==> config.mk <==
export PLATFORM = sky130hd
export DESIGN_NAME = multicycle_controlunit
export DESIGN_NICKNAME = d
export VERILOG_FILES = /design/src/rtl/riscv_ctrl_pkg.sv /design/src/rtl/multicycle_controlunit_alu_decoder.sv /design/src/rtl/multicycle_controlunit.sv
export SDC_FILE = /design/constraint.sdc
export NUM_CORES = 1
export LEC_CHECK = 0
export BUFFER_PORTS_ARGS = -buffer_cell sky130_fd_sc_hd__buf_2
export CORE_ASPECT_RATIO = 0.7
export CORE_MARGIN = 5
export CORE_UTILIZATION = 44
export CTS_BUF_LIST = sky130_fd_sc_hd__clkbuf_8 sky130_fd_sc_hd__clkbuf_16
export DETAILED_ROUTE_END_ITERATION = 10
export GPL_TIMING_DRIVEN = 0
export PLACE_DENSITY = 0.82
export SYNTH_ARGS = -nofsm -noshare
export SYNTH_HDL_FRONTEND = slang
export SYNTH_HIERARCHICAL = 1
export SYNTH_SLANG_ARGS = --single-unit
==> constraint.sdc <==
create_clock -name clk_i -period 3.15 [get_ports clk_i]
set_clock_uncertainty 0.2 [all_clocks]
set_input_delay 0.315 -clock clk_i [delete_from_list [all_inputs] [get_ports clk_i]]
set_output_delay 0.315 -clock clk_i [all_outputs]
set_load 0.1 [all_outputs]
==> src/rtl/riscv_ctrl_pkg.sv <==
// Shared encodings for the multi-cycle RV32I control unit: FSM states, opcodes, ALU ops and mux selects.
// S_TRAP exists only when CTRL_ILLEGAL_TRAP_EN is defined.
package riscv_ctrl_pkg;

  typedef enum logic [3:0] {
    S_FETCH     = 4'd0,
    S_DECODE    = 4'd1,
    S_MEMADR    = 4'd2,
    S_MEMREAD   = 4'd3,
    S_MEMWB     = 4'd4,
    S_MEMWRITE  = 4'd5,
    S_EXEC_R    = 4'd6,
    S_EXEC_I    = 4'd7,
    S_ALUWB     = 4'd8,
    S_BRANCH    = 4'd9,
    S_JALR_ADDR = 4'd10,
    S_JUMP      = 4'd11,
    S_LUI       = 4'd12,
    S_AUIPC     = 4'd13
`ifdef CTRL_ILLEGAL_TRAP_EN
    , S_TRAP    = 4'd14
`endif
  } state_t;

  localparam logic [6:0] OP_LOAD   = 7'd3;
  localparam logic [6:0] OP_STORE  = 7'd35;
  localparam logic [6:0] OP_R      = 7'd51;
  localparam logic [6:0] OP_I      = 7'd19;
  localparam logic [6:0] OP_BRANCH = 7'd99;
  localparam logic [6:0] OP_JAL    = 7'd111;
  localparam logic [6:0] OP_JALR   = 7'd103;
  localparam logic [6:0] OP_LUI    = 7'd55;
  localparam logic [6:0] OP_AUIPC  = 7'd23;

  localparam logic [3:0] ALU_ADD  = 4'b0000;
  localparam logic [3:0] ALU_SUB  = 4'b0001;
  localparam logic [3:0] ALU_AND  = 4'b0010;
  localparam logic [3:0] ALU_OR   = 4'b0011;
  localparam logic [3:0] ALU_XOR  = 4'b0100;
  localparam logic [3:0] ALU_SLT  = 4'b0101;
  localparam logic [3:0] ALU_SLTU = 4'b0110;
  localparam logic [3:0] ALU_SRL  = 4'b0111;
  localparam logic [3:0] ALU_SLL  = 4'b1000;
  localparam logic [3:0] ALU_SRA  = 4'b1001;

  localparam logic [1:0] SRCA_PC    = 2'b00;
  localparam logic [1:0] SRCA_OLDPC = 2'b01;
  localparam logic [1:0] SRCA_RS1   = 2'b10;
  localparam logic [1:0] SRCA_ZERO  = 2'b11;

  localparam logic [1:0] SRCB_RS2  = 2'b00;
  localparam logic [1:0] SRCB_IMM  = 2'b01;
  localparam logic [1:0] SRCB_FOUR = 2'b10;

  localparam logic [1:0] RES_ALUOUT    = 2'b00;
  localparam logic [1:0] RES_READDATA  = 2'b01;
  localparam logic [1:0] RES_ALURESULT = 2'b10;

  localparam logic [2:0] IMM_I = 3'b000;
  localparam logic [2:0] IMM_S = 3'b001;
  localparam logic [2:0] IMM_B = 3'b010;
  localparam logic [2:0] IMM_U = 3'b011;
  localparam logic [2:0] IMM_J = 3'b100;

  // FSM request to the ALU decoder: forced ADD, forced SUB, or decode from funct fields.
  localparam logic [1:0] ALUOP_ADD   = 2'b00;
  localparam logic [1:0] ALUOP_SUB   = 2'b01;
  localparam logic [1:0] ALUOP_FUNCT = 2'b10;

  // Reduced branch support resolves only beq/bne; the signed/unsigned compares are never taken.
  function automatic logic branch_taken(input logic [2:0] funct3, input logic zero,
                                        input logic lt, input logic ltu, input logic full);
    logic taken;
    taken = 1'b0;
    case (funct3)
      3'b000:  taken = zero;
      3'b001:  taken = !zero;
      3'b100:  taken = full & lt;
      3'b101:  taken = full & !lt;
      3'b110:  taken = full & ltu;
      3'b111:  taken = full & !ltu;
      default: taken = 1'b0;
    endcase
    return taken;
  endfunction

endpackage

==> src/rtl/multicycle_controlunit_alu_decoder.sv <==
// Combinational ALU operation decoder: honours the FSM's ADD/SUB override, otherwise decodes funct3/funct7[5].
module alu_decoder
  import riscv_ctrl_pkg::*;
(
  input  logic [6:0] op_i,
  input  logic [2:0] funct3_i,
  input  logic       funct7_5_i,
  input  logic [1:0] alu_op_i,
  output logic [3:0] ALUCtrl_o
);

  always_comb begin
    ALUCtrl_o = ALU_ADD;
    if (alu_op_i == ALUOP_SUB) begin
      ALUCtrl_o = ALU_SUB;
    end else if (alu_op_i == ALUOP_FUNCT) begin
      case (funct3_i)
        // funct7[5] of an I-type is an immediate bit, so SUB is restricted to register ops.
        3'b000:  ALUCtrl_o = (op_i == OP_R && funct7_5_i) ? ALU_SUB : ALU_ADD;
        3'b001:  ALUCtrl_o = ALU_SLL;
        3'b010:  ALUCtrl_o = ALU_SLT;
        3'b011:  ALUCtrl_o = ALU_SLTU;
        3'b100:  ALUCtrl_o = ALU_XOR;
        3'b101:  ALUCtrl_o = funct7_5_i ? ALU_SRA : ALU_SRL;
        3'b110:  ALUCtrl_o = ALU_OR;
        default: ALUCtrl_o = ALU_AND;
      endcase
    end
  end

endmodule

==> src/rtl/multicycle_controlunit.sv <==
// Multi-cycle RV32I control FSM sharing one memory port between fetch and data access.
// Define CTRL_ILLEGAL_TRAP_EN to add the TRAP state and the sticky Illegal_o flag.
module multicycle_controlunit
  import riscv_ctrl_pkg::*;
#(
  parameter int DATA_WIDTH  = 32,
  parameter int ALU_CTRL_W  = 4,
  parameter int BRANCH_FULL = 1
) (
  input  logic                  clk_i,
  input  logic                  rst_i,
  input  logic [DATA_WIDTH-1:0] Instr_i,
  input  logic                  Zero_i,
  input  logic                  Lt_i,
  input  logic                  Ltu_i,
  input  logic                  MemReady_i,
  output logic                  PCWrite_o,
  output logic                  AdrSrc_o,
  output logic                  IRWrite_o,
  output logic                  MemRead_o,
  output logic                  MemWrite_o,
  output logic                  RegWrite_o,
  output logic [1:0]            ALUSrcA_o,
  output logic [1:0]            ALUSrcB_o,
  output logic [ALU_CTRL_W-1:0] ALUCtrl_o,
  output logic [2:0]            ImmSrc_o,
  output logic [1:0]            ResultSrc_o,
`ifdef CTRL_ILLEGAL_TRAP_EN
  output logic                  Illegal_o,
`endif
  output logic [3:0]            dbg_state_o
);

  state_t     state_q, state_d;
  logic [6:0] opcode;
  logic [2:0] funct3;
  logic       funct7_5;
  logic [1:0] alu_op;
  logic [3:0] alu_ctrl;
  logic       unused_instr;

  assign opcode       = Instr_i[6:0];
  assign funct3       = Instr_i[14:12];
  assign funct7_5     = Instr_i[30];
  assign unused_instr = ^Instr_i;
  assign dbg_state_o  = state_q;

  always_ff @(posedge clk_i) begin
    if (rst_i) state_q <= S_FETCH;
    else       state_q <= state_d;
  end

  always_comb begin
    state_d = state_q;
    case (state_q)
      S_FETCH:    if (MemReady_i) state_d = S_DECODE;
      S_DECODE: begin
        case (opcode)
          OP_LOAD, OP_STORE: state_d = S_MEMADR;
          OP_R:              state_d = S_EXEC_R;
          OP_I:              state_d = S_EXEC_I;
          OP_BRANCH:         state_d = S_BRANCH;
          OP_JAL:            state_d = S_JUMP;
          OP_JALR:           state_d = S_JALR_ADDR;
          OP_LUI:            state_d = S_LUI;
          OP_AUIPC:          state_d = S_AUIPC;
`ifdef CTRL_ILLEGAL_TRAP_EN
          default:           state_d = S_TRAP;
`else
          // Unknown opcode retires as a NOP; PC already advanced in FETCH.
          default:           state_d = S_FETCH;
`endif
        endcase
      end
      S_MEMADR:    state_d = (opcode == OP_STORE) ? S_MEMWRITE : S_MEMREAD;
      S_MEMREAD:   if (MemReady_i) state_d = S_MEMWB;
      S_MEMWB:     state_d = S_FETCH;
      S_MEMWRITE:  if (MemReady_i) state_d = S_FETCH;
      S_EXEC_R,
      S_EXEC_I:    state_d = S_ALUWB;
      S_ALUWB:     state_d = S_FETCH;
      S_BRANCH:    state_d = S_FETCH;
      S_JALR_ADDR: state_d = S_JUMP;
      S_JUMP:      state_d = S_ALUWB;
      S_LUI,
      S_AUIPC:     state_d = S_ALUWB;
`ifdef CTRL_ILLEGAL_TRAP_EN
      S_TRAP:      state_d = S_TRAP;
`endif
      default:     state_d = S_FETCH;
    endcase
  end

  always_comb begin
    PCWrite_o   = 1'b0;
    AdrSrc_o    = 1'b0;
    IRWrite_o   = 1'b0;
    MemRead_o   = 1'b0;
    MemWrite_o  = 1'b0;
    RegWrite_o  = 1'b0;
    ALUSrcA_o   = SRCA_PC;
    ALUSrcB_o   = SRCB_RS2;
    alu_op      = ALUOP_ADD;
    ImmSrc_o    = IMM_I;
    ResultSrc_o = RES_ALUOUT;
    case (state_q)
      S_FETCH: begin
        MemRead_o   = 1'b1;
        ALUSrcB_o   = SRCB_FOUR;
        ResultSrc_o = RES_ALURESULT;
        IRWrite_o   = MemReady_i;
        PCWrite_o   = MemReady_i;
      end
      S_DECODE: begin
        // Branch/jal target is precomputed into ALUOut while the opcode is decoded.
        ALUSrcA_o = SRCA_OLDPC;
        ALUSrcB_o = SRCB_IMM;
        ImmSrc_o  = (opcode == OP_JAL) ? IMM_J : IMM_B;
      end
      S_MEMADR: begin
        ALUSrcA_o = SRCA_RS1;
        ALUSrcB_o = SRCB_IMM;
        ImmSrc_o  = (opcode == OP_STORE) ? IMM_S : IMM_I;
      end
      S_MEMREAD: begin
        AdrSrc_o  = 1'b1;
        MemRead_o = 1'b1;
      end
      S_MEMWB: begin
        ResultSrc_o = RES_READDATA;
        RegWrite_o  = 1'b1;
      end
      S_MEMWRITE: begin
        AdrSrc_o   = 1'b1;
        MemWrite_o = 1'b1;
      end
      S_EXEC_R: begin
        ALUSrcA_o = SRCA_RS1;
        alu_op    = ALUOP_FUNCT;
      end
      S_EXEC_I: begin
        ALUSrcA_o = SRCA_RS1;
        ALUSrcB_o = SRCB_IMM;
        alu_op    = ALUOP_FUNCT;
      end
      S_ALUWB:     RegWrite_o = 1'b1;
      S_BRANCH: begin
        ALUSrcA_o = SRCA_RS1;
        alu_op    = ALUOP_SUB;
        PCWrite_o = branch_taken(funct3, Zero_i, Lt_i, Ltu_i, BRANCH_FULL != 0);
      end
      S_JALR_ADDR: begin
        ALUSrcA_o = SRCA_RS1;
        ALUSrcB_o = SRCB_IMM;
      end
      S_JUMP: begin
        PCWrite_o = 1'b1;
        ALUSrcA_o = SRCA_OLDPC;
        ALUSrcB_o = SRCB_FOUR;
      end
      S_LUI: begin
        ALUSrcA_o = SRCA_ZERO;
        ALUSrcB_o = SRCB_IMM;
        ImmSrc_o  = IMM_U;
      end
      S_AUIPC: begin
        ALUSrcA_o = SRCA_OLDPC;
        ALUSrcB_o = SRCB_IMM;
        ImmSrc_o  = IMM_U;
      end
      default: ;
    endcase
    // Reset wins combinationally so an aborted instruction never commits a write.
    if (rst_i) begin
      PCWrite_o   = 1'b0;
      AdrSrc_o    = 1'b0;
      IRWrite_o   = 1'b0;
      MemRead_o   = 1'b0;
      MemWrite_o  = 1'b0;
      RegWrite_o  = 1'b0;
      ALUSrcA_o   = 2'b00;
      ALUSrcB_o   = 2'b00;
      alu_op      = ALUOP_ADD;
      ImmSrc_o    = 3'b000;
      ResultSrc_o = 2'b00;
    end
  end

`ifdef CTRL_ILLEGAL_TRAP_EN
  assign Illegal_o = (state_q == S_TRAP) && !rst_i;
`endif

  alu_decoder u_alu_decoder (
    .op_i       (opcode),
    .funct3_i   (funct3),
    .funct7_5_i (funct7_5),
    .alu_op_i   (alu_op),
    .ALUCtrl_o  (alu_ctrl)
  );

  assign ALUCtrl_o = ALU_CTRL_W'(alu_ctrl);

endmodule

# Word level (Yosys, flattened, before mapping)

Cells that the tools add are included.

Equality and inequality tests: 34
Muxes and demuxes: 36
Reductions and logical operators: 18

Operator list:

| kind               | number |
|---|---|
| $pmux 4 s7         | 2 |
| $pmux 4 s8         | 1 |
| $eq 4x4->1 const B | 6 |
| $mux 4             | 6 |
| $eq 7x6->1 const B | 3 |
| $eq 7x7->1 const B | 3 |
| $eq 4x3->1 const B | 4 |
| $eq 7x5->1 const B | 2 |
| $reduce_or 2->1    | 7 |
| $mux 1             | 13 |
| $eq 3x3->1 const B | 4 |
| $pmux 2 s2         | 3 |
| $reduce_or 5->1    | 2 |
| $mux 3             | 3 |
| $pmux 3 s3         | 1 |
| $eq 4x2->1 const B | 2 |
| $mux 2             | 4 |
| $eq 7x2->1 const B | 1 |
| $eq 3x2->1 const B | 2 |
| $ne 2x2->1 const B | 3 |
| $pmux 1 s6         | 1 |
| $pmux 2 s3         | 1 |
| $reduce_or 6->1    | 1 |
| $eq 4x1->1 const B | 1 |
| 10 further kinds   | 12 |

Register bits after elaboration: 4
Input bits: 38
Output and inout bits: 23
Word-level logic and storage cells: 89

# Longest topological paths before layout

Word-level depth: 7
Gate-level depth with buffers: 6

# Cells and area by module

Netlist, hierarchy kept.

By module, submodules not included:

| module                 | times used | cells each | area an instance (sq um) |
|---|---|---|---|
| multicycle_controlunit | 1          | 111        | 730.7 |
| alu_decoder            | 1          | 19         | 116.4 |

# Least setup slack after synthesis

Ideal clock, no wire load.

Path kind: register -> output
From: reg state_q[1] (netlist: dbg_state_o[1])
To: out IRWrite_o
Data arrival time: 5.261 ns
Slack: -2.626 ns
Cell stages (with the launch flop): 6
Path buffers: 2
Path through: dfxtp_1 buf_4 or2_2 clkbuf_1 nor4_1 and2_1

Cells in the longest elaborated chain, start to end: 3

Ends and longest elaborated chain:

| what                   | RTL line                      | source |
|---|---|---|
| from (decl)            | multicycle_controlunit.sv:34  | `state_t state_q, state_d;` |
| from (signal assigned) | multicycle_controlunit.sv:50  | `else state_q <= state_d;` |
| $logic_not 4->1        | multicycle_controlunit.sv:106 | `case (state_q)` |
| $mux 1                 | multicycle_controlunit.sv:106 |  |
| $mux 1                 | multicycle_controlunit.sv:174 | `if (rst_i) begin` |
| to (decl)              | multicycle_controlunit.sv:19  | `output logic IRWrite_o,` |

Every way passes these cells.

# Final worst setup path

From: reg state_q[3] (netlist: dbg_state_o[3])
To: out ALUCtrl_o[0]

Cells in the longest elaborated chain, start to end: 7
Elaborated cells between the ends (all ways): 10
Those cells by class: 5 x eq/ne; 4 x mux; 1 x reduce/logical

Ends and longest elaborated chain:

| what                             | RTL line                                 | source |
|---|---|---|
| $eq 4x3->1                       | multicycle_controlunit.sv:106            |  |
| $reduce_or 2->1 (no source line) | --                                       |  |
| $pmux 2 s2 (*)                   | multicycle_controlunit.sv:106            |  |
| $mux 2 (*)                       | multicycle_controlunit.sv:174            |  |
| via alu_op[0]                    | multicycle_controlunit.sv:38             | `logic [1:0] alu_op;` |
| $eq 2x2->1                       | multicycle_controlunit_alu_decoder.sv:16 | `end else if (alu_op_i == ALUOP_FUNCT) begin` |
| $mux 4                           | multicycle_controlunit_alu_decoder.sv:16 |  |
| $mux 4 (*)                       | multicycle_controlunit_alu_decoder.sv:14 | `if (alu_op_i == ALUOP_SUB) begin` |
| to (decl)                        | multicycle_controlunit.sv:25             | `output logic [ALU_CTRL_W-1:0] ALUCtrl_o,` |

The timed path passes the listed nets; every way through them passes the cells marked *.

==> impl_metrics.yaml <==
status:
  status: "completed"
drt:
  antenna_left: 0
  routed_wl_um: 2730
  drtIter0Drc: 15
  drcViolationCount: 0
  wl_per_cell_um: 14.1
  firstDrtPassIters: 4
  vias: 1095
  via_per_inst: 5.64
timing:
  finalWorstSetupSlack_ns: 0.191
  worst_slew_pin_slew_ns: 0.617
  min_period_ns: 2.96
  rsz0062_at_grt: "no"
  drv_slew: 0
  setup-violations-final: 0
  fmax_ghz: 0.338
  max_slew_margin: 0.589
  finalCritPeriodShare: 0.939
  hold_violations: 0
critical_path:
  worstPathMaxFanout: 10
  arrival_ns: 2.44
  critPathKind: "flip-flop to primary output"
  start_kind: "flip-flop"
  cp.required_ns: 2.63
  end_kind: "primary output"
global_route:
  grt_pass1_vias: 983
  grt.total_usage: 0.186
  gr-total-overflow: 0
  grt_max_degree: 11
  grt_pass1_wl_um: 4400
  grtUsageMet2: 0.308
  busiest_layer: "met2"
  grtUsageMet3: 0.0659
  antenna_found_initial: 0
  met1_usage: 0.234
power_and_ir_drop:
  p_leak_uw: 0.000552
  intPower_uw: 181
  power.switching_uw: 161
  power_frac_seq: 0.152
  p_comb_frac: 0.520
  vdd_drop_max_mv: 0.244
  switching_share: 0.471
  power.density_mw_per_mm2: 272
  pwr-share-clk: 0.328
cells_and_area:
  final_cell_mix: "buf_2 (42), nand2_1 (10), nand2b_1 (9), nor2_1 (9), nor2b_1 (7)"
  postLayoutCoreUtil: 0.684
  area_growth_pct: 48.4
  final_cells: 194
  mostFrequentLayoutCell: "buf_2"
  n_antenna_cell: 0
  largest_reg_flops: 4
  layout.nets: 211
  layout-drive-gt1-share: 0.430
clock_tree:
  ctsResizeCount: 0
  cts_htree_levels: 1
  cts_sinks: 4
  numCtsBuffers: 3
  clock_path_buffers: 2
  hold_buffers: 0
  clkTransAtPathRegs_ns: 0.03
  root_buffer: "clkbuf_8"
  clk_latency_ns: 0.22
  cts_tree: "done"
  post-cts-setup-buffers: 0
floorplan:
  coreArea_sq_mm: 0.00184
  io_pins: 61
  start_util: 0.461
  rows: 13
  die_h_um: 46.7
  die_w_um: 62.4
  dieArea_sq_mm: 0.00292
place:
  place.gp.congestion: 0.890
  dp.cells: 190
  hpwlAfterDp_um: 2220
  port_buffers: 38
  pre_cts_slack_ns: 0.238
synthesis:
  seq_area_frac_synth: 0.0945
  netlist_instances: 130
  synth_edf_count: 0
  yosys_warnings: 6
  syn_nets: 168
  syn_area_sq_um: 847
  async_reset_ff_frac: 0
  ys_types: 44
  ys_seq_elements: 4
  synth_ff_type: "dfxtp_1"
  syn_avg_cell_area_sq_um: 6.52
job:
  maxCapViolCount: 0
worst_hold_path:
  min_path_type: "input port to flip-flop"
==> layout make-up <==
type | count | area [sq um]
inverters | 4 | 15.0
flip-flops and latches | 4 | 90.1
clock buffers | 3 | 41.3
repair buffers | 38 | 190
clock inverters | 1 | 3.75
plain buffers | 12 | 62.6
well taps | 22 | 27.5
fillers | 160 | 581
multi-input cells | 110 | 827
==> cells by family (layout without fill, tap and decap cells) <==
logic type / count (synthesis) / after routing / share of synthesized area
AO/OA/AOI/OAI: 33 / 33 / 0.260
buffers and inverters: 16 / 58 / 0.0871
multiplexers: 1 / 1 / 0.0118
AND/OR/NAND/NOR: 70 / 70 / 0.484
flip-flops: 4 / 4 / 0.0945
XOR/XNOR: 6 / 6 / 0.0620
==> stage by stage <==
| stage | setup TNS (ns) | hold slack (ns) | power (uW) | cell area, sq um |
|---|---|---|---|---|
| after floorplan | -0.203 | 0.308 | 193 | 995 |
| after global placement | 0 | 0.510 | 226 | 1210 |
| after global routing | 0 | 0.404 | 357 | 1260 |
| after CTS | 0 | 0.371 | 342 | 1260 |
| final | 0 | 0.385 | 342 | 1260 |
| after detailed placement | 0 | 0.552 | 230 | 1210 |
==> Yosys cell counts, drive strengths merged, types with 6 or more instances <==
cell type	count	area (sq um)
clkbuf	6	23.8
nand2	10	37.5
nor2	11	48.8
nor4	6	37.5
nor2b	7	43.8
nand2b	9	56.3
nor3	6	30.0
buf	6	35.0
a21oi	10	50.1
o21ai	6	30.0
==> layer usage <==
| metal | vias up | share of wire |
|---|---|---|
| li1 | 552 | - |
| met1 | 488 | 0.43 |
| met2 | 51 | 0.45 |
| met3 | 4 | 0.11 |
| met4 | 0 | 0.0084 |
| met5 | - | 0 |
==> critical path, stage by stage, from the launching register on <==
cell and delay [ns]:
dfxtp_2 0.32, buf_6 0.13, clkbuf_1 0.39, inv_1 0.13, nor4_1 0.47, nand2b_1 0.37, o31ai_4 0.11, buf_2 0.30
==> power by group through the flow <==
stage	clock network, uW	registers [uW]	logic (uW)
after global routing	116	52.0	189
final	112	51.9	178
after floorplan	0	64.2	129
after detailed placement	0	52.6	177
after global placement	0	52.6	174
after CTS	112	51.9	178
==> worst paths after layout <==
kind / startpoint / to / slack [ns] / depth (start not counted)
setup / recovery: dbg_state_o[3] / ALUCtrl_o[0] / 0.19 / 7
hold / removal: Instr_i[0] / dbg_state_o[0] / 0.39 / 5
setup reg to reg: dbg_state_o[1] / dbg_state_o[1] / 1.27 / 5
hold reg to reg: dbg_state_o[2] / dbg_state_o[0] / 0.57 / 4
Note: power is estimated with default switching activity, not from simulation.
